==> src/rtl/wam_pkg.sv <==
// Shared constants and helpers for the Whac-A-Mole mole generator.
package wam_pkg;

  localparam int unsigned WAM_N_HOLE    = 16;
  localparam int unsigned WAM_LIFE_W    = 4;
  localparam int unsigned WAM_RTO_W     = 8;
  localparam logic [15:0] WAM_LFSR_SEED = 16'hACE1;
  // Right-shift Galois form of x^16 + x^14 + x^13 + x^11 + 1.
  localparam logic [15:0] WAM_LFSR_TAPS = 16'hB400;

  function automatic logic [15:0] lfsr_next(input logic [15:0] s);
    return {1'b0, s[15:1]} ^ (s[0] ? WAM_LFSR_TAPS : 16'h0000);
  endfunction

endpackage

==> src/rtl/wam_lfsr.sv <==
// Free-running 16-bit Galois LFSR; advances every clock, independent of game enable.
module wam_lfsr
  import wam_pkg::*;
#(
  parameter logic [15:0] SEED = WAM_LFSR_SEED
) (
  input  logic        clk,
  input  logic        clr_n,
  output logic [15:0] q
);

  // NOTE: state registers use non-blocking assignments so every flop samples pre-edge values.
  always_ff @(posedge clk or negedge clr_n) begin
    if (!clr_n) q <= SEED;
    else        q <= lfsr_next(q);
  end

endmodule

==> src/rtl/wam_mole.sv <==
// Mole spawn / lifetime manager: spawns on ticks, ages live moles, classifies whacks.
module wam_mole
  import wam_pkg::*;
#(
  parameter int unsigned N_HOLE    = WAM_N_HOLE,
  parameter logic [15:0] LFSR_SEED = WAM_LFSR_SEED
) (
  input  logic                  clk,
  input  logic                  clr_n,
  input  logic                  en,
  input  logic                  tick,
  input  logic [WAM_LIFE_W-1:0] age,
  input  logic [WAM_RTO_W-1:0]  rto,
  input  logic [N_HOLE-1:0]     hit,
  output logic [N_HOLE-1:0]     mole,
  output logic                  hit_ok,
  output logic                  miss,
  output logic                  escape
);

  localparam int unsigned IDX_W = (N_HOLE > 1) ? $clog2(N_HOLE) : 1;

  logic [15:0]                              lfsr;
  logic [N_HOLE-1:0][WAM_LIFE_W-1:0]        life_all;
  logic [IDX_W-1:0]                         cand;
  logic [WAM_LIFE_W-1:0]                    spawn_life;
  logic                                     spawn;
  logic [N_HOLE-1:0]                        hit_live;
  logic [N_HOLE-1:0]                        hit_empty;
  logic [N_HOLE-1:0]                        expire;
  logic                                     unused_lfsr_bits;

  wam_lfsr #(.SEED(LFSR_SEED)) u_lfsr (
    .clk   (clk),
    .clr_n (clr_n),
    .q     (lfsr)
  );

  // Candidate hole is the low bits of the top nibble, i.e. lfsr[15:12] mod N_HOLE.
  assign cand             = lfsr[12 +: IDX_W];
  assign spawn_life       = (age == '0) ? WAM_LIFE_W'(1) : age;
  assign spawn            = en && tick && (lfsr[WAM_RTO_W-1:0] < rto) && (life_all[cand] == '0);
  assign unused_lfsr_bits = ^{lfsr[15:12], lfsr[11:8]};

  for (genvar i = 0; i < N_HOLE; i++) begin : g_hole
    logic [WAM_LIFE_W-1:0] life;
    logic                  live;

    assign live         = (life != '0);
    assign life_all[i]  = life;
    assign mole[i]      = live;
    assign hit_live[i]  = en && hit[i] && live;
    assign hit_empty[i] = en && hit[i] && !live;
    // A whack on the expiring tick wins: the mole counts as hit, not escaped.
    assign expire[i]    = en && tick && !hit[i] && (life == WAM_LIFE_W'(1));

    always_ff @(posedge clk or negedge clr_n) begin
      if (!clr_n)                              life <= '0;
      else if (hit_live[i])                    life <= '0;
      else if (spawn && (cand == IDX_W'(i)))   life <= spawn_life;
      else if (en && tick && live)             life <= life - WAM_LIFE_W'(1);
    end
  end

  always_ff @(posedge clk or negedge clr_n) begin
    if (!clr_n) begin
      hit_ok <= 1'b0;
      miss   <= 1'b0;
      escape <= 1'b0;
    end else begin
      hit_ok <= |hit_live;
      miss   <= |hit_empty;
      escape <= |expire;
    end
  end

endmodule
==> config.mk <==
export PLATFORM = sky130hd
export DESIGN_NAME = wam_mole
export DESIGN_NICKNAME = d
export VERILOG_FILES = /design/src/rtl/wam_pkg.sv /design/src/rtl/wam_lfsr.sv /design/src/rtl/wam_mole.sv
export SDC_FILE = /design/constraint.sdc
export NUM_CORES = 1
export LEC_CHECK = 0
export ABC_AREA = 0
export BUFFER_PORTS_ARGS = -buffer_cell sky130_fd_sc_hd__buf_4
export CELL_PAD_IN_SITES_DETAIL_PLACEMENT = 1
export CELL_PAD_IN_SITES_GLOBAL_PLACEMENT = 1
export CORE_UTILIZATION = 37
export CTS_CLUSTER_SIZE = 16
export DETAILED_ROUTE_END_ITERATION = 8
export MAX_ROUTING_LAYER = met4
export PLACE_DENSITY = 0.64
export SYNTH_ARGS = -nofsm -noshare
export SYNTH_HDL_FRONTEND = slang
export SYNTH_SLANG_ARGS = --single-unit
==> constraint.sdc <==
create_clock -name clk -period 2.5 [get_ports clk]
set_clock_uncertainty 0.05 [all_clocks]
set_input_delay 0.125 -clock clk [delete_from_list [all_inputs] [get_ports clk]]
set_output_delay 0.125 -clock clk [all_outputs]
set_load 0.02 [all_outputs]
==> reports/metrics.cfg <==
[timing]
worst_slack_ps = -16.4
rsz0062_at_grt = yes
period_share_pct = 101
relSlewSlack_pct = 57.4
fin_crit_ps = 2520
fmax_ghz = 0.397
report.final.slew_viol_count = 0
finalHoldViolCount = 0
worst-slew-pin-transition_ps = 630
finalSetupViolCount = 2

[drt]
vias_per_cell = 5.80
finalWirelength_mm = 22.7
antenna_left = 0
drt-initial-drc-count = 429
wl_per_cell_um = 21.9
route.detailed.drc = 0
vias = 6006
dr.pass1.iters = 4

[worst_setup_path]
path_class = reg2reg
path_buf_inv = 2
path_cells = buf_6, nor4_4, nor4_4, a2111oi_4, o211ai_1, clkbuf_16, nor4_4, mux2i_1
cp_top_family = simple AND/OR/NAND/NOR gates
cp_max_fo = 6
startpoint_type = flop
cp_common_cell = nor4_4
critical_path_required_ps = 2720
crit_path_top_delay_cell = dfstp_2
slowest_delay_ps = 410
cp-end-kind = flop
crit_arrival_ps = 2730

[die]
die_y_um = 134
ios = 51
start_util_pct = 38.4
die-area_mm2 = 0.0179
core_mm2 = 0.0168
rows = 47
die_x_um = 134

[worst_hold_path]
hold_class = in2reg

[logic_synthesis]
netlist_area_mm2 = 0.00643
synth_fp_nets = 822
netlist_instances = 751
ys_ff_latch = 83
synth_area_leaders = dfrtp_1 (29%), ha_1 (7.6%), nand2_1 (5.5%)
synth.avg_cell_area_um2 = 8.56
synth-main-ff-cell = dfrtp_1
ys_seq_area_share_pct = 32.5
synth_area_leader_cell = dfrtp_1
synth_edf_count = 0
yosysWarnings = 0
yosysTopAreaCellShare_pct = 29.2
ys_types = 64
synthArstFlopShare_pct = 100

[layout]
mostFrequentLayoutCells = buf_4 (97), nand2_1 (92), dfrtp_1 (75), inv_1 (55), ha_1 (38)
n_antenna_cell = 0
syn_to_final_growth_pct = 21.3
drive_above_1_share_pct = 22.4
layout_commonest_cell = buf_4
nNetsFinal = 882

[grt]
grt_max_degree = 44
overflow = 0
first_global_vias = 6224
track_usage_pct = 26.6
grt_pass1_wl_mm = 35.6
grt_antenna_before_repair = 0

[run_status]
status = complete, but fails checks
violations = setup timing

[placement]
routabilityCongestion = 0.879
dpl_worst_slack_ps = -129
hpwl_mm = 16.7
port_buffers = 50

[pwr]
seq_power_share_pct = 36.6
swShare_pct = 35.3
clock_power_share_pct = 33.4
worst_ir_drop_vdd_mv = 0.325
intPower_uw = 2760
switchingPower_uw = 1510
powerDensity_mw_per_mm2 = 547
combinationalPowerShare_pct = 30.0
leakagePower_uw = 0.00344
finalPower_uw = 4270

[clock_network]
clock_latency_ps = 350
clock_path_buffers = 2
cts_tree = yes
clockRootBuffer = clkbuf_16
cts.htree.levels = 3
clock-sinks = 83
cts_buffers = 9
path_clk_slew_ps = 70

[run]
maxCapViolations = 0

==> stage by stage <==
stage | cell area (um2) | std cells | utilization [%] | setup TNS (ps) | hold WS [ps]
floorplan | 6430 | 751 | - | 0 | -221
global placement | 7140 | 1003 | 42.6 | 0 | 104
detailed placement | 7140 | 1003 | 42.6 | -1150 | 111
CTS | 7490 | 1022 | 44.7 | 0 | 75.0
global route | 7800 | 1036 | 46.5 | -2210 | 87.8
finish | 7800 | 1036 | 46.5 | -21.9 | 94.1
==> per-layer routing <==
layer | GRT usage, % | vias up | share of wire [%]
met5 | - | - | 0
met4 | 7.45 | 0 | 2.3
met3 | 3.02 | 36 | 3.4
met2 | 44.7 | 126 | 49
met1 | 33.9 | 3026 | 45
li1 | - | 2818 | -
==> cell type report <==
cell class / count / area, um2
sequential: 83 / 2090
tap: 220 / 275
inverter: 56 / 210
timing repair buffer: 110 / 940
fill: 2013 / 8960
clock inverter: 7 / 82.6
multi-input combinational: 551 / 3980
clock buffer: 9 / 225
==> synthesized netlist by cell type (3+ instances only) <==
cell       n
a211oi_1   8
a21oi_1   26
a31oi_1   25
and2_1     4
and3_1    20
and4_1     3
buf_1      3
buf_2     11
buf_4     17
clkbuf_1  29
dfrtp_1   75
dfstp_2    8
ha_1      39
inv_1     55
mux2i_1   24
mux4_2     4
nand2_1   94
nand2b_1   6
nand3_1   29
nand4_1   25
nor2_1    21
nor2b_1    4
nor3_1    23
nor3_2     5
nor4_1    30
nor4_2     3
nor4b_1   18
o21a_1     7
o21ai_0   22
o21ai_1    3
o22ai_1    8
or2_2      3
or3_1      4
or3b_1     3
or3b_2    14
or4_1      4
xnor2_1   18
xor2_1    25
==> cell families after synthesis <==
group                    share of synthesized area (%)
flip-flops                                        32.5
AO/OA/AOI/OAI                                     11.7
adder cells (fa/ha/maj)                           7.59
XOR/XNOR                                          5.86
multiplexers                                      5.14
AND/OR/NAND/NOR                                   29.1
buffers and inverters                             8.15
==> repair_timing <==
item	in CTS	in global routing
endpoints found under the hold margin	38	0
hold buffers	1	0
setup buffers	2	12
resized for setup	3	36
endpoints found under the setup margin	34	42
pin swaps	4	14
gates cloned	0	3
==> worst paths after layout <==
check                                  startpoint                        endpoint  slack, ps  cells past startpoint
max in group asynchronous                   clr_n          u_lfsr.q[10]$_DFF_PN1_       1440                      3
min                                       hit[15]  g_hole[15].life[2]$_DFFE_PN0P_         90                      3
min reg2reg                 u_lfsr.q[9]$_DFF_PN0_           u_lfsr.q[8]$_DFF_PN0_        310                      0
max reg2reg                u_lfsr.q[13]$_DFF_PN1_   g_hole[4].life[0]$_DFFE_PN0P_        -20                      8
min in group asynchronous                   clr_n   g_hole[1].life[0]$_DFFE_PN0P_        270                      2
max                        u_lfsr.q[13]$_DFF_PN1_   g_hole[4].life[0]$_DFFE_PN0P_        -20                      8
==> sequential cells by signal, summed over array words and instances (netlist names) <==
register,count
g_hole.life,64
hit_ok,1
miss,1
escape,1
u_lfsr.q,16
==> power groups by stage <==
stage	Clock [uW]	Combinational (uW)	Sequential [uW]
final	1430	1280	1560
after global routing	1500	1390	1570
after CTS	1460	1180	1550
after detailed placement	0	1160	1570
after global placement	0	1130	1560
after floorplan	0	756	1560
==> worst min-delay path, stage by stage <==
cell	delay, ps
buf_4	100
and3_1	180
a21oi_1	60
Power figures use the tool's default switching activity.
